**src/rtl/word_bus_arbiter_pkg.sv**
```systemverilog
// Shared constants and types for the two-requester word bus arbiter.
// Source IDs double as the word/op mux select value.
package word_bus_arbiter_pkg;

  localparam int WORD_W = 16;
  localparam int OP_W   = 5;

  localparam logic SRC0 = 1'b0;
  localparam logic SRC1 = 1'b1;

  typedef enum logic {
    ST_EMPTY = 1'b0,
    ST_FULL  = 1'b1
  } arb_state_e;

endpackage

```
**src/rtl/word_bus_arbiter_arb_rr_pick.sv**
```systemverilog
// Combinational round-robin pick between two requesters, with optional lock to one owner.
// When both requesters are eligible, the one that did not win last time is picked.
module arb_rr_pick
  import word_bus_arbiter_pkg::*;
(
  input  logic i_req0,
  input  logic i_req1,
  input  logic i_last,
  input  logic i_lock,
  input  logic i_lock_owner,
  output logic o_gnt0,
  output logic o_gnt1,
  output logic o_winner
);

  logic w_elig0;
  logic w_elig1;

  // While locked, only the lock owner may be picked.
  assign w_elig0 = i_req0 & (~i_lock | (i_lock_owner == SRC0));
  assign w_elig1 = i_req1 & (~i_lock | (i_lock_owner == SRC1));

  always_comb begin
    o_winner = SRC0;
    if (w_elig0 && w_elig1) begin
      o_winner = ~i_last;
    end else if (w_elig1) begin
      o_winner = SRC1;
    end
  end

  assign o_gnt0 = w_elig0 & (o_winner == SRC0);
  assign o_gnt1 = w_elig1 & (o_winner == SRC1);

endmodule

```
**src/rtl/word_bus_arbiter.sv**
```systemverilog
// Two-requester round-robin arbiter feeding a single-entry registered output buffer.
// Define ARB_LOCK_EN to add i_lock0/i_lock1 and lock arbitration to one requester.
module word_bus_arbiter
  import word_bus_arbiter_pkg::*;
#(
  parameter int WIDTH = WORD_W,
  parameter int OPW   = OP_W
) (
  input  logic             i_clk,
  input  logic             i_rst_n,
  input  logic             i_req0,
  input  logic [OPW-1:0]   i_op0,
  input  logic [WIDTH-1:0] i_data0,
  output logic             o_gnt0,
  input  logic             i_req1,
  input  logic [OPW-1:0]   i_op1,
  input  logic [WIDTH-1:0] i_data1,
  output logic             o_gnt1,
  output logic             o_valid,
  output logic [OPW-1:0]   o_op,
  output logic [WIDTH-1:0] o_data,
  output logic             o_sel,
  input  logic             i_ready
`ifdef ARB_LOCK_EN
  ,
  input  logic             i_lock0,
  input  logic             i_lock1
`endif
);

  arb_state_e       r_state;
  logic             r_last;
  logic [OPW-1:0]   r_op;
  logic [WIDTH-1:0] r_data;
  logic             r_sel;

  logic             w_can_accept;
  logic             w_pick_gnt0;
  logic             w_pick_gnt1;
  logic             w_winner;
  logic             w_gnt0;
  logic             w_gnt1;
  logic             w_any_gnt;
  logic [OPW-1:0]   w_op;
  logic [WIDTH-1:0] w_data;
  logic             w_lock_active;
  logic             w_lock_owner;

`ifdef ARB_LOCK_EN
  logic r_lock;
  logic r_lock_owner;
  logic w_lock_req;

  assign w_lock_req    = (w_winner == SRC1) ? i_lock1 : i_lock0;
  assign w_lock_active = r_lock;
  assign w_lock_owner  = r_lock_owner;

  // An accepted beat with its lock bit set claims the bus; the owner's next unlocked beat frees it.
  always_ff @(posedge i_clk or negedge i_rst_n) begin
    if (!i_rst_n) begin
      r_lock       <= 1'b0;
      r_lock_owner <= SRC0;
    end else if (w_any_gnt) begin
      if (w_lock_req) begin
        r_lock       <= 1'b1;
        r_lock_owner <= w_winner;
      end else if (r_lock && (r_lock_owner == w_winner)) begin
        r_lock <= 1'b0;
      end
    end
  end
`else
  assign w_lock_active = 1'b0;
  assign w_lock_owner  = SRC0;
`endif

  arb_rr_pick u_pick (
    .i_req0       (i_req0),
    .i_req1       (i_req1),
    .i_last       (r_last),
    .i_lock       (w_lock_active),
    .i_lock_owner (w_lock_owner),
    .o_gnt0       (w_pick_gnt0),
    .o_gnt1       (w_pick_gnt1),
    .o_winner     (w_winner)
  );

  // Handshake: a beat moves when valid and ready are both high in the same cycle; a requester
  // holds its beat until granted, and the buffer holds its beat until the consumer takes it.
  assign w_can_accept = (r_state == ST_EMPTY) | i_ready;
  assign w_gnt0       = w_pick_gnt0 & w_can_accept & i_rst_n;
  assign w_gnt1       = w_pick_gnt1 & w_can_accept & i_rst_n;
  assign w_any_gnt    = w_gnt0 | w_gnt1;

  assign w_op   = (w_winner == SRC1) ? i_op1   : i_op0;
  assign w_data = (w_winner == SRC1) ? i_data1 : i_data0;

  always_ff @(posedge i_clk or negedge i_rst_n) begin
    if (!i_rst_n) begin
      r_state <= ST_EMPTY;
      r_last  <= SRC1;
      r_op    <= '0;
      r_data  <= '0;
      r_sel   <= SRC0;
    end else if (w_any_gnt) begin
      r_state <= ST_FULL;
      r_last  <= w_winner;
      r_op    <= w_op;
      r_data  <= w_data;
      r_sel   <= w_winner;
    end else if ((r_state == ST_FULL) && i_ready) begin
      r_state <= ST_EMPTY;
    end
  end

  assign o_gnt0  = w_gnt0;
  assign o_gnt1  = w_gnt1;
  assign o_valid = (r_state == ST_FULL);
  assign o_op    = r_op;
  assign o_data  = r_data;
  assign o_sel   = r_sel;

endmodule

```
**config.mk**
```make
export PLATFORM = sky130hd
export DESIGN_NAME = word_bus_arbiter
export DESIGN_NICKNAME = d
export VERILOG_FILES = /design/src/rtl/word_bus_arbiter_pkg.sv /design/src/rtl/word_bus_arbiter_arb_rr_pick.sv /design/src/rtl/word_bus_arbiter.sv
export SDC_FILE = /design/constraint.sdc
export NUM_CORES = 1
export LEC_CHECK = 0
export BUFFER_PORTS_ARGS = -buffer_cell sky130_fd_sc_hd__buf_2
export CORE_AREA = 4 4 57 59
export DETAILED_ROUTE_END_ITERATION = 10
export DIE_AREA = 0 0 61 63
export HOLD_SLACK_MARGIN = 0.15
export PLACE_DENSITY = 0.85
export SKIP_LAST_GASP = 1
export SLEW_MARGIN = 20
export SYNTH_ARGS = -nofsm -noshare
export SYNTH_HDL_FRONTEND = slang
export SYNTH_SLANG_ARGS = --single-unit
```
**constraint.sdc**
```tcl
create_clock -name i_clk -period 3.45 [get_ports i_clk]
set_input_delay 0.5175 -clock i_clk [delete_from_list [all_inputs] [get_ports i_clk]]
set_output_delay 0.5175 -clock i_clk [all_outputs]
set_load 0.005 [all_outputs]
```
==> results of run 1 <==
flip-flops by register name, summed over array words and instances (netlist names):
| register | count |
|---|---|
| o_data | 16 |
| r_last | 1 |
| o_op | 5 |
| o_sel | 1 |
| o_valid | 1 |
Yosys cell counts:
master,count,area share
and3b_4,1,0.010
nand2b_1,1,0.0052
and3_1,1,0.0052
a21o_1,1,0.0062
buf_1,1,0.0031
clkbuf_1,2,0.0062
and2_1,1,0.0052
buf_6,5,0.047
nand2b_4,1,0.011
o221a_1,21,0.20
buf_4,1,0.0062
o2bb2ai_1,1,0.0072
nor2_1,1,0.0031
dfrtp_1,23,0.48
inv_2,1,0.0031
dfstp_2,1,0.022
o21ai_1,1,0.0041
nand4_2,1,0.010
nand4b_1,21,0.15
nand2_1,3,0.0093
buf_2,3,0.012
per-stage QoR:
| stage | setup WS [ns] | utilization | hold WS [ns] | instances | area [µm²] |
|---|---|---|---|---|---|
| floorplan | 1.79 | - | 0.222 | 92 | 1210 |
| global placement | 1.26 | 0.567 | 0.455 | 185 | 1540 |
| detailed placement | 1.18 | 0.567 | 0.466 | 185 | 1540 |
| CTS | 1.07 | 0.580 | 0.204 | 189 | 1570 |
| global route | 0.934 | 0.580 | 0.222 | 189 | 1570 |
| finish | 1.09 | 0.580 | 0.201 | 189 | 1570 |
cells in the final DEF (no fill, tap or decap):
| cell type | synthesis | final |
|---|---|---|
| a21o_1 | 1 | 1 |
| and2_1 | 1 | 1 |
| and3_1 | 1 | 1 |
| and3b_4 | 1 | 1 |
| buf_2 | 3 | 71 |
| buf_4 | 1 | 3 |
| clkbuf_4 | 0 | 3 |
| clkbuf_8 | 0 | 1 |
| dfrtp_1 | 23 | 23 |
| dfstp_2 | 1 | 1 |
| inv_2 | 1 | 1 |
| nand2_1 | 3 | 3 |
| nand2b_1 | 1 | 1 |
| nand2b_4 | 1 | 1 |
| nand4_2 | 1 | 1 |
| nand4b_1 | 21 | 21 |
| nor2_1 | 1 | 1 |
| o21ai_1 | 1 | 1 |
| o221a_1 | 21 | 21 |
| o2bb2ai_1 | 1 | 1 |
worst max path at each step:
| stage | from | end | slack (ns) | depth (start not counted) |
|---|---|---|---|---|
| 2_1_floorplan | r_last$_DFFE_PN1P_ | o_gnt0 | 1.79 | 3 |
| 3_3_place_gp | i_ready | o_gnt1 | 1.26 | 5 |
| 3_5_place_dp | i_ready | o_gnt1 | 1.18 | 5 |
| 4_1_cts | o_valid$_DFFE_PN0P_ | o_gnt1 | 1.07 | 4 |
| 5_1_grt | o_valid$_DFFE_PN0P_ | o_gnt1 | 0.93 | 4 |
| 6_report | o_valid$_DFFE_PN0P_ | o_gnt1 | 1.09 | 4 |
worst register-to-register path, delay by kind of cell, from the launching register on:
| kind | cells | cell delay [ns] |
|---|---|---|
| and+or+nand+nor | 2 | 0.79 |
| AOI/OAI and AO/OA | 1 | 0.48 |
| DFF | 1 | 0.43 |
report_power, final:
group          total (µW)  internal, µW  leakage (µW)  switching (µW)
Combinational         221           120      0.000416             101
Sequential            380           343      0.000263            36.3
Clock                 148          64.4     0.0000210            83.1
layer usage:
metal | routed length [µm] | share of wire
met5 | 0 | 0
met4 | 21 | 0.0062
met3 | 352 | 0.10
met2 | 1520 | 0.45
met1 | 1480 | 0.44
cell type report:
type / instances / area, µm²
Fill cell: 259 / 1140
Sequential cell: 24 / 602
Multi-Input combinational cell: 55 / 514
Timing Repair Buffer: 74 / 378
Tap cell: 31 / 38.8
Clock buffer: 4 / 36.3
Inverter: 1 / 3.75
kinds of logic (layout without fill, tap and decap cells):
family / count (synthesis) / count (layout) / synth area share
compound gates: 24 / 24 / 0.213
buf+inv: 13 / 79 / 0.0776
flops: 24 / 24 / 0.497
simple gates: 31 / 31 / 0.212
==> summary.txt, run 1 <==
Final Max Tran Viols = 0
CP bufs+invs = 2
unrepaired setup endpoints after global routing = false
Tot GR Track Use = 0.170
nets@finish = 206
core area = 2710 µm²
Worst Tran Pin Value = 0.599 ns
DR vias/cell = 5.80
Die X = 61 µm
cells on worst reg2reg path = 3
pin count of the biggest net entering global routing = 28
period utilization = 0.683
flop2flop setup slack = 1.65 ns
hold_buf cts = 0
Port Buffers = 71
CP endpoint kind = output port
setup violators final = 0
antenna violations before repair = 0
global placer's final weighted congestion = 0.705
initial core utilization = 0.446
M2 GR Usage = 0.259
Clock Skew = 0.00302 ns
CP Data Required Time = 2.93 ns
drt pass-1 iters = 4
maximum vdd ir drop = 0.242 mV
CP arrival = 1.84 ns
r2r endpoint = o_data[12]$_DFFE_PN0P_
Critical-path top delay cell = nand4_2
Ys Warns = 0
Fin. Hold Viols = 0
Pleak = 0.000700 µW
register area share after synthesis = 0.497
hold crit path type = in -> async
Max Root-Sink Buffers = 2
CP Cell Sequence = nand2b_4 > nand4_2 > inv_2 > buf_2
post-synthesis cell area = 1210 µm²
iteration-0 DRC count of the detailed router = 26
Syn Nets = 139
setup TNS = 0 ns
Antenna Cells = 0
post-cts sizing count = 0
clk_lat worst skew = 0.31 ns
post-DP HPWL = 2440 µm
GR peak layer = met2
Max-Cap Viols = 0
Reg clk slew, reported paths = 0.13 ns
Root Driver = clkbuf_4
Max Fclk = 424 MHz
WS Path Type = reg -> out
number of post-CTS setup repair buffers = 0
Cells after Synth = 92
IO Pins = 72
Final Critical Period = 2.36 ns
share of layout cells above drive strength 1 = 0.525
TritonCTS Buffers = 3
met1 Use GR = 0.246
status = completed
CTS sink cnt = 24
Rows = 19
worst-path maximum fanout = 27
gr ovfl total = 0
Syn-to-layout area delta = 30.0%
vias post-DR = 1097
CTS tree = yes
wirelength, routed = 3370 µm
DRC = 0
Reg-to-Reg Start = o_valid$_DFFE_PN0P_
first-pass GRT wire length = 5150 µm
Max transition margin = 0.600
die area = 3840 µm²
M3 GR Usage = 0.0393
number of global-route vias before repair = 1163
Wirelength per Cell = 17.8 µm
# H-tree levels = 1
Avg Cell Area, Syn = 13.2 µm²
family with the most delay on the worst path = simple AND/OR/NAND/NOR gates
post-synthesis register bit count = 24
Pwr Density = 475 nW/µm²
Die Ht = 63 µm
crit path launch type = register
largest stage delay on the critical path = 0.54 ns
Cell variety after synth = 21
DRT antenna net count = 0
total power = 748 µW
Power figures use the tool's default switching activity.
==> run 2: changes to the inputs <==
--- a/config.mk
+++ b/config.mk
@@ -5,12 +5,13 @@
 export SDC_FILE = /design/constraint.sdc
 export NUM_CORES = 1
 export LEC_CHECK = 0
+export ABC_AREA = 1
 export BUFFER_PORTS_ARGS = -buffer_cell sky130_fd_sc_hd__buf_2
-export CORE_AREA = 4 4 57 59
+export CORE_AREA = 4 4 60 62
 export DETAILED_ROUTE_END_ITERATION = 10
-export DIE_AREA = 0 0 61 63
+export DIE_AREA = 0 0 64 66
 export HOLD_SLACK_MARGIN = 0.15
-export PLACE_DENSITY = 0.85
+export PLACE_DENSITY = 0.8
 export SKIP_LAST_GASP = 1
 export SLEW_MARGIN = 20
 export SYNTH_ARGS = -nofsm -noshare
==> constraint.sdc (replaced) <==
create_clock -name i_clk -period 2.2 [get_ports i_clk]
set_input_delay 0.33 -clock i_clk [delete_from_list [all_inputs] [get_ports i_clk]]
set_output_delay 0.33 -clock i_clk [all_outputs]
set_load 0.005 [all_outputs]
==> summary.txt, run 2 <==
status = completed (unchanged)
share of layout cells above drive strength 1 = 0.344 (was 0.525)
worst-path maximum fanout = 26 (was 27)
Post-synth ARST share = 1.00 (unchanged)
Cell variety after synth = 13 (was 21)
Antenna Cells = 0 (unchanged)
crit path capture = o_gnt1 (unchanged)
max FFs per register = 16 (unchanged)
Rows = 20 (was 19)
fraction of the mapped netlist area in simple logic gates = 0.453 (was 0.212)
most common cell in the netlist = nand2_1 (was dfrtp_1)
IO Pins = 72 (unchanged)
gr ovfl total = 0 (unchanged)
Final Critical Period = 2.11 ns
cells on worst reg2reg path = 7 (was 3)
first-pass GRT wire length = 5630 µm (was 5150 µm)
most frequent cells in the layout = nand2_1 (111), buf_2 (70), dfrtp_1 (23) (was buf_2 (71), dfrtp_1 (23), nand4b_1 (21), o221a_1 (21))
unrepaired setup endpoints after global routing = true (was false)
Root Driver = clkbuf_4 (unchanged)
CP bufs+invs = 5 (was 2)
Reg clk slew, reported paths = 0.14 ns (was 0.13 ns)
Avg Cell Area, Syn = 7.15 µm² (was 13.2 µm²)
post-synthesis compound-gate area fraction = 0.00684 (was 0.213)
Pleak = 0.00108 µW (was 0.000700 µW)
hold crit path type = in -> reg (was in -> async)
maximum vdd ir drop = 0.330 mV (was 0.242 mV)
Max Root-Sink Buffers = 2 (unchanged)
number of global-route vias before repair = 1321 (was 1163)
Final Worst Setup Slack = 0.0940 ns (was 1.09 ns)
Final Max Tran Viols = 0 (unchanged)
setup violators final = 0 (unchanged)
Tot GR Track Use = 0.167 (was 0.170)
setup TNS = 0 ns (unchanged)
number of post-CTS setup repair buffers = 0 (unchanged)
DRT antenna net count = 0 (unchanged)
Syn Nets = 226 (was 139)
Fin. Hold Viols = 0 (unchanged)
Top cell by count, worst path = inv_1
crit path launch type = input port (was register)
area of the multi-input gates = 607 µm² (was 514 µm²)
register area share after synthesis = 0.470 (was 0.497)
post-synthesis cell area = 1280 µm² (was 1210 µm²)
DRC = 0 (unchanged)
CP endpoint kind = output port (unchanged)
Port Buffers = 71 (unchanged)
period utilization = 0.957
Die X = 64 µm (was 61 µm)
Die Ht = 66 µm (was 63 µm)
mux share of post-synthesis cell area = 0 (unchanged)
WP depth = 7 (was 4)
# H-tree levels = 1 (unchanged)
Pwr Density = 842 nW/µm² (was 475 nW/µm²)
Max Fclk = 475 MHz
Ys Warns = 0 (unchanged)
CP Data Required Time = 1.87 ns (was 2.93 ns)
Crit. Startpoint = i_rst_n (was o_valid$_DFFE_PN0P_)
pin count of the biggest net entering global routing = 27 (was 28)
CTS sink cnt = 24 (unchanged)
main combinational cell family by area after synthesis = simple AND/OR/NAND/NOR gates (was compound AO/OA/AOI/OAI gates)
DR vias/cell = 4.61 (was 5.80)
pre-CTS WS = 0.242 ns (was 1.18 ns)
family with the most delay on the worst path = buffers and inverters (was simple AND/OR/NAND/NOR gates)
r2r endpoint = o_data[6]$_DFFE_PN0P_ (was o_data[12]$_DFFE_PN0P_)
TritonCTS Buffers = 3 (unchanged)
top cells by area, synth = dfrtp_1 (45%), nand2_1 (33%), nand3_1 (8.6%), buf_2 (2.3%), dfstp_2 (2.1%) (was dfrtp_1 (48%), o221a_1 (20%), nand4b_1 (15%), buf_6 (4.7%), dfstp_2 (2.2%))
total power = 1450 µW (was 748 µW)
largest stage delay on the critical path = 0.52 ns (was 0.54 ns)
iteration-0 DRC count of the detailed router = 34 (was 26)
Post-Synth Adder-Cell Area = 0 (unchanged)
Wirelength per Cell = 11.8 µm (was 17.8 µm)
antenna violations before repair = 0 (unchanged)
Synth area leader = dfrtp_1 (unchanged)
Syn-to-layout area delta = 34.1% (was 30.0%)
CTS tree = yes (unchanged)
WS Path Type = in -> out (was reg -> out)
post-synthesis register bit count = 24 (unchanged)
flop2flop setup slack = 0.40 ns (was 1.65 ns)
drt pass-1 iters = 4 (unchanged)
EDFF count, synth = 0 (unchanged)
Max-Cap Viols = 0 (unchanged)
Critical-path top delay cell = dlygate4sd3_1 (was nand4_2)
Clock Skew = 0.00790 ns (was 0.00302 ns)
Yosys top cell area share = 0.450 (was 0.476)
Cells after Synth = 179 (was 92)
core area = 3030 µm² (was 2710 µm²)
commonest non-fill, non-tap cell in the layout = nand2_1 (was buf_2)
Worst Tran Pin Value = 0.372 ns (was 0.599 ns)
vias post-DR = 1341 (was 1097)
die area = 4220 µm² (was 3840 µm²)
nets@finish = 295 (was 206)
global placer's final weighted congestion = 0.741 (was 0.705)
wirelength, routed = 3440 µm (was 3370 µm)
initial core utilization = 0.423 (was 0.446)
Reg-to-Reg Start = r_last$_DFFE_PN1P_ (was o_valid$_DFFE_PN0P_)
number of fill cells = 318 (was 259)
CP Cell Sequence = dlygate4sd3_1 > clkbuf_4 > inv_1 > a21oi_2 > nand2_8 > inv_1 > buf_2 (was nand2b_4 > nand4_2 > inv_2 > buf_2)
CP arrival = 1.78 ns (was 1.84 ns)
Reg area = 602 µm² (unchanged)
clk_lat worst skew = 0.31 ns (about the same)
synth cell count leaders = nand2_1 (111), dfrtp_1 (23), nand3_1 (22) (was dfrtp_1 (23), nand4b_1 (21), o221a_1 (21))
Primary FF master, synth = dfrtp_1 (unchanged)
Post-Synth XOR/XNOR Area = 0 (unchanged)
Max transition margin = 0.751 (was 0.600)
post-DP HPWL = 2500 µm (was 2440 µm)
==> run 2: cell count changes after synthesis, sizes merged, moves of 2 or more <==
cell,delta
inv,+5
nand2,+112
nand3,+23
o221a,-21
nand2b,-2
clkbuf,-2
nand4b,-21
==> run 2: worst min-delay path by stage <==
stage                      from                     end  cells after the start
finish               i_data1[1]   o_data[1]$_DFFE_PN0P_                      5
global route        i_data1[15]  o_data[15]$_DFFE_PN0P_                      5
CTS                 i_data1[15]  o_data[15]$_DFFE_PN0P_                      5
detailed placement      i_rst_n     o_op[2]$_DFFE_PN0P_                      1
global placement        i_rst_n     o_op[1]$_DFFE_PN0P_                      1
floorplan               i_rst_n   o_data[0]$_DFFE_PN0P_                      0
==> run 2: timing repair <==
action	4_1_cts	5_1_grt
cloned	0	1
hold buffers	1	0
endpoints found under the hold margin	10	0
endpoints found under the setup margin	1	2
resized for setup	1	3
==> run 2: report_power, final <==
| part | switching [µW] | internal, µW | leakage, µW |
|---|---|---|---|
| Clock | 132 | 184 | 0.0000279 |
| Sequential | 77.8 | 575 | 0.000296 |
| Combinational | 258 | 218 | 0.000753 |
==> run 2: final cells by class <==
| class | count | area share |
|---|---|---|
| Clock buffer | 3 | 0.0131 |
| Tap cell | 44 | 0.0321 |
| Sequential cell | 24 | 0.351 |
| Multi-Input combinational cell | 140 | 0.353 |
| Clock inverter | 1 | 0.0175 |
| Inverter | 6 | 0.0146 |
| Timing Repair Buffer | 73 | 0.219 |
==> run 2: cell families after synthesis <==
group | Yosys count
and+or+nand+nor | 138
AOI/OAI and AO/OA | 1
DFF | 24
buffers and inverters | 16
==> run 2: metal layers <==
metal | up-vias | part of all wire | track usage
li1 | 688 | - | -
met5 | - | 0 | 0
met2 | 48 | 0.51 | 0.307
met3 | 2 | 0.063 | 0.0272
met4 | 0 | 0.0093 | 0.0566
met1 | 603 | 0.42 | 0.196
==> run 2: per-stage QoR <==
step | instance area [µm²] | hold slack [ns] | cells | util
floorplan | 1280 | 0.0344 | 179 | -
global placement | 1630 | 0.227 | 285 | 0.538
detailed placement | 1630 | 0.225 | 285 | 0.538
CTS | 1700 | 0.290 | 290 | 0.562
global route | 1720 | 0.304 | 291 | 0.567
finish | 1720 | 0.292 | 291 | 0.567
==> run 2: worst reg2reg max path, cell delays in order (launching register included) <==
cell and delay, ns:
dfstp_2 0.56, nand2_2 0.06, nand2_4 0.23, inv_4 0.18
nand2_8 0.20, nand2_2 0.26, nand2_1 0.15, nand2_1 0.06
